$ cat src/rtl/mips16_pkg.sv
// Shared MIPS16 pipeline definitions: default widths, the hard-wired zero register
// and the write-back queue entry layout.
package mips16_pkg;
    localparam int MIPS_DATA_W     = 16;
    localparam int MIPS_REG_ADDR_W = 3;
    localparam int REG_ZERO        = 0;

    typedef struct packed {
        logic [MIPS_REG_ADDR_W-1:0] rd;
        logic [MIPS_DATA_W-1:0]     data;
    } wb_entry_t;
endpackage

$ cat src/rtl/wb_fifo.sv
// Generic DEPTH x W FIFO with synchronous flush, occupancy count and a tap on the
// raw storage array plus read pointer so a caller can search live entries.
module wb_fifo #(
    parameter int DEPTH = 4,
    parameter int W     = 19
) (
    input  logic                           clk,
    input  logic                           reset,
    input  logic                           flush,
    input  logic                           push,
    input  logic [W-1:0]                   wdata,
    input  logic                           pop,
    output logic [W-1:0]                   rdata,
    output logic                           full,
    output logic                           empty,
    output logic [$clog2(DEPTH):0]         count,
    output logic [$clog2(DEPTH)-1:0]       rd_ptr,
    output logic [DEPTH-1:0][W-1:0]        tap
);
    localparam int AW = $clog2(DEPTH);
    localparam int CW = AW + 1;

    logic [DEPTH-1:0][W-1:0] mem;
    logic [AW-1:0]           wr_ptr;
    logic                    do_push, do_pop;

    assign full    = (count == CW'(DEPTH));
    assign empty   = (count == '0);
    assign do_push = push && !full;
    assign do_pop  = pop && !empty;
    assign rdata   = mem[rd_ptr];
    assign tap     = mem;

    // flush wins over any push/pop presented in the same cycle
    always_ff @(posedge clk or posedge reset) begin
        if (reset) begin
            mem    <= '0;
            wr_ptr <= '0;
            rd_ptr <= '0;
            count  <= '0;
        end else if (flush) begin
            wr_ptr <= '0;
            rd_ptr <= '0;
            count  <= '0;
        end else begin
            if (do_push) begin
                mem[wr_ptr] <= wdata;
                wr_ptr      <= wr_ptr + AW'(1);
            end
            if (do_pop)
                rd_ptr <= rd_ptr + AW'(1);
            case ({do_push, do_pop})
                2'b10:   count <= count + CW'(1);
                2'b01:   count <= count - CW'(1);
                default: count <= count;
            endcase
        end
    end
endmodule

$ cat src/rtl/write_back_queue.sv
// MIPS16 write-back stage: result mux, enqueue filter, pending-write FIFO, retired value.
// Build with WB_FORWARD_EN defined to add the decode-stage bypass search.
module write_back_queue
    import mips16_pkg::*;
#(
    parameter int DATA_W     = MIPS_DATA_W,
    parameter int REG_ADDR_W = MIPS_REG_ADDR_W,
    parameter int DEPTH      = 4
) (
    input  logic                    clk,
    input  logic                    reset,
    input  logic                    flush,
    input  logic                    in_valid,
    output logic                    in_ready,
    input  logic [DATA_W-1:0]       in_data_alu,
    input  logic [DATA_W-1:0]       in_data_mem,
    input  logic                    in_sel_mem,
    input  logic                    in_wr_en,
    input  logic [REG_ADDR_W-1:0]   in_rd,
    output logic                    rf_we,
    output logic [REG_ADDR_W-1:0]   rf_waddr,
    output logic [DATA_W-1:0]       rf_wdata,
    input  logic                    rf_ack,
    output logic [DATA_W-1:0]       ans_wb,
    output logic [$clog2(DEPTH):0]  wb_count,
    input  logic [REG_ADDR_W-1:0]   fwd_raddr,
    output logic                    fwd_hit,
    output logic [DATA_W-1:0]       fwd_data
);
    localparam int AW = $clog2(DEPTH);
    localparam int EW = REG_ADDR_W + DATA_W;

    logic [DEPTH-1:0][EW-1:0] tap;
    logic [EW-1:0]            head;
    logic [AW-1:0]            rd_ptr;
    logic                     full, empty, push, pop;
    logic [DATA_W-1:0]        result;

    assign in_ready = !full && !flush;
    assign result   = in_sel_mem ? in_data_mem : in_data_alu;
    // beats that do not write a real register are consumed without touching the queue
    assign push     = in_valid && in_ready && in_wr_en && (in_rd != REG_ADDR_W'(REG_ZERO));
    assign pop      = rf_ack;

    wb_fifo #(.DEPTH(DEPTH), .W(EW)) u_fifo (
        .clk    (clk),
        .reset  (reset),
        .flush  (flush),
        .push   (push),
        .wdata  ({in_rd, result}),
        .pop    (pop),
        .rdata  (head),
        .full   (full),
        .empty  (empty),
        .count  (wb_count),
        .rd_ptr (rd_ptr),
        .tap    (tap)
    );

    assign rf_we    = !empty;
    assign rf_waddr = head[EW-1:DATA_W];
    assign rf_wdata = head[DATA_W-1:0];

    always_ff @(posedge clk or posedge reset) begin
        if (reset)
            ans_wb <= '0;
        else if (rf_we && rf_ack && !flush)
            ans_wb <= rf_wdata;
    end

`ifdef WB_FORWARD_EN
    logic [AW-1:0] idx;

    // walk oldest to youngest so the last match left standing is the youngest
    always_comb begin
        fwd_hit  = 1'b0;
        fwd_data = '0;
        idx      = '0;
        for (int i = 0; i < DEPTH; i++) begin
            idx = rd_ptr + AW'(i);
            if ((($clog2(DEPTH)+1)'(i) < wb_count) &&
                (tap[idx][EW-1:DATA_W] == fwd_raddr) &&
                (fwd_raddr != REG_ADDR_W'(REG_ZERO))) begin
                fwd_hit  = 1'b1;
                fwd_data = tap[idx][DATA_W-1:0];
            end
        end
    end
`else
    logic unused_fwd;

    assign fwd_hit    = 1'b0;
    assign fwd_data   = '0;
    assign unused_fwd = ^{fwd_raddr, rd_ptr, tap};
`endif
endmodule
$ cat config.mk
export PLATFORM = sky130hd
export DESIGN_NAME = write_back_queue
export DESIGN_NICKNAME = d
export VERILOG_FILES = /design/src/rtl/mips16_pkg.sv /design/src/rtl/wb_fifo.sv /design/src/rtl/write_back_queue.sv
export SDC_FILE = /design/constraint.sdc
export NUM_CORES = 1
export LEC_CHECK = 0
export ABC_AREA = 0
export CAP_MARGIN = 20
export CORE_MARGIN = 2
export CORE_UTILIZATION = 45
export DETAILED_ROUTE_END_ITERATION = 8
export DONT_BUFFER_PORTS = 1
export GPL_TIMING_DRIVEN = 0
export MAX_ROUTING_LAYER = met4
export PLACE_DENSITY_LB_ADDON = 0.1
export SKIP_CTS_REPAIR_TIMING = 1
export SYNTH_ARGS = -nofsm -noshare
export SYNTH_HDL_FRONTEND = slang
export SYNTH_SLANG_ARGS = --single-unit
$ cat constraint.sdc
create_clock -name clk -period 3.7 [get_ports clk]
set_input_delay 0 -clock clk [delete_from_list [all_inputs] [get_ports clk]]
set_output_delay 0 -clock clk [all_outputs]
set_load 0.02 [all_outputs]
==> qor.csv <==
metric;value;unit
critical_path_buf_inv_count;0;
ant_nets;0;
syn_inst;371;
yosys-top-cells-area;dfrtp_1 54%, mux4_2 9.3%, mux2_2 7.3%, a21oi_1 7.0%, nor2_1 5.9%;
critPathKind;reg2reg;
dieArea;11040;µm²
ys_warn_count;0;
violations;negative hold slack;
clock_path_buffers;2;
finalHoldWorstSlack;-1.556;ps
final_nets;488;
drt_first_pass_iters;6;
area_growth_syn_to_layout;18.45;%
cts_tree;yes;
drv_slew;0;
fp-row-count;36;
grt_max_degree;54;
finClkSkew;13.64;ps
p_clk_frac;0.177;
fin_util;0.5521;
relSlewSlack;0.5249;
power_density;746.4;nW/µm²
post-route-drc-count;0;
start_kind;flip-flop;
crit_path_cell_trace;o31ai_2, nor2_1, fa_1, and2_1, mux2i_1, mux2_2;
antenna_found_initial;0;
fin_ws;1270;ps
critPathRequiredTime;3980;ps
period_needed;2430;ps
internal_power;2.495;mW
syn_area_per_cell;12.39;µm²
yosysTopAreaCell;dfrtp_1;
insertion_delay;380;ps
gp_congestion;0.7445;
syn-cell-area;4598;µm²
tightest_slew;712.6;ps
max_stage_delay;620;ps
grt_pass1_wl;16.33;mm
core;9864;µm²
first_iter_violations;145;
seqPwrFrac;0.461;
combPwrFrac;0.362;
synth_top_area_share;0.5388;
p_sw;1.570;mW
diodes;0;
dp_worst_setup_slack;1254;ps
synth_edf_count;0;
min_path_cells;4;
worstHoldStart;in_valid;
fin_tns_setup;0;ps
htree_levels;3;
r2r_cells;6;
wl_per_cell;18.03;µm
status;finished, violations left;
seq_area_frac_synth;0.5388;
cp_top_family;compound AO/OA/AOI/OAI gates;
crit_arrival;2710;ps
first_global_vias;3126;
io_pins;102;
worst_setup_path_end_kind;flip-flop;
routed_via_density;5.313;
path_max_fanout;7;
r2r-start;u_fifo.count[0];
finalSetupViolations;0;
maxCapViolCount;0;
wl;10.39;mm
port_buffers;0;
fp.dieH;105.1;µm
cts_root_buf;clkbuf_8;
hpwl;6.793;mm
synth_cell_type_count;29;
overflow;0;
numCtsBuffers;9;
synthFlopType;dfrtp_1;
final-instance-count-excl-fill;576;
finalCritPeriodShare;0.6566;
cp.depth;6;
clkTransAtPathRegs;100;ps
drive_above_1_share;0.2460;
place_inst;521;
ir_drop;0.0004014;V
synth_most_common_cell;dfrtp_1;
rsz0062_at_grt;no;
sw_frac_of_total;0.3862;
startpoint;u_fifo.count[0];
fmax;411.6;MHz
num_vias;3060;
grt.total_usage;0.2015;
start_util;0.4661;
ys_ff_latch;99;
cts.sinks;99;
hp-class;in2reg;
synth.top_cells.by_count;99 x dfrtp_1, 72 x nor2_1, 64 x a21oi_1, 30 x mux2_2, 19 x mux4_2;
final_hold_viol_count;1;
die_w;105.1;µm
cp_slowest_cell;o31ai_2;
ys_async_sr_fraction;1.000;
leakage;2.424;nW
metrics by stage:
| step | hold slack [ps] | cell area, µm² | power (mW) |
|---|---|---|---|
| detailed placement | -7.515 | 4855 | 3.336 |
| global route | 33.66 | 5446 | 4.324 |
| global placement | 152.7 | 4825 | 3.277 |
| finish | -1.556 | 5446 | 4.065 |
| CTS | -422.2 | 5056 | 4.060 |
| floorplan | 151.7 | 4658 | 3.055 |
path summary, 6_finish.rpt:
| check | end | slack [ps] |
|---|---|---|
| min in group asynchronous | u_fifo.tap[65] | 170 |
| max reg2reg | u_fifo.count[2] | 1270 |
| max in group asynchronous | ans_wb[14] | 2860 |
| min reg2reg | u_fifo.tap[73] | 510 |
| min | u_fifo.wr_ptr[1] | -2 |
| max | u_fifo.count[2] | 1270 |
placed cells by master (no fill, tap or decap), drive strengths merged, types with 2 or more instances in the layout:
| cell | count |
|---|---|
| dfrtp | 99 |
| o31ai | 2 |
| nand2b | 2 |
| nor4b | 4 |
| ha | 4 |
| mux2 | 31 |
| buf | 35 |
| inv | 5 |
| nor2 | 73 |
| a21oi | 64 |
| clkbuf | 16 |
| nor2b | 2 |
| dlygate4sd3 | 39 |
| xor2 | 2 |
| conb | 17 |
| mux4 | 19 |
| mux2i | 18 |
worst register-to-register path, delay by kind of cell, from the launching register on:
kind / cells / cell delay [ps]
adders and majority gates: 1 / 390
muxes: 2 / 500
DFF: 1 / 570
AOI/OAI and AO/OA: 1 / 620
and+or+nand+nor: 2 / 250
flip-flops by register name (all words and copies together) (netlist names):
signal / flops
u_fifo.tap: 76
u_fifo.count: 3
u_fifo.wr_ptr: 2
ans_wb: 16
u_fifo.rd_ptr: 2
power by group through the flow:
stage / sequential [mW] / combinational (mW) / clock [mW]
final: 1.87 / 1.47 / 0.720
after global routing: 1.92 / 1.63 / 0.773
after CTS: 1.87 / 1.45 / 0.741
after detailed placement: 1.89 / 1.44 / 0
after global placement: 1.87 / 1.40 / 0
after floorplan: 1.82 / 1.24 / 0
final cells by class:
class                      count  area (µm²)
fill                         851        4418
sequential                    99        2477
multi-input combinational    247        1942
timing repair buffer          40       417.9
buffer                        38       227.7
tap                          133       166.4
clock buffer                  12       145.1
clock inverter                 4       56.30
inverter                       3       13.76
cell families (layout without fill, tap and decap cells):
| family | Yosys count | in the layout | share of synthesized area |
|---|---|---|---|
| flip-flops | 99 | 99 | 0.5388 |
| AND/OR/NAND/NOR | 87 | 87 | 0.09878 |
| multiplexers | 68 | 68 | 0.2090 |
| AO/OA/AOI/OAI | 67 | 67 | 0.07973 |
| buffers and inverters | 41 | 97 | 0.05197 |
| adder cells (fa/ha/maj) | 5 | 5 | 0.01524 |
| XOR/XNOR | 3 | 3 | 0.005715 |
| other | 1 | 17 | 0.0008155 |
per-layer routing:
layer	share of wire	GRT usage
met2	0.52	0.3321
met1	0.41	0.2380
met5	0	-
met3	0.059	0.05864
met4	0.014	0.06667
(Power assumes the default switching activity.)
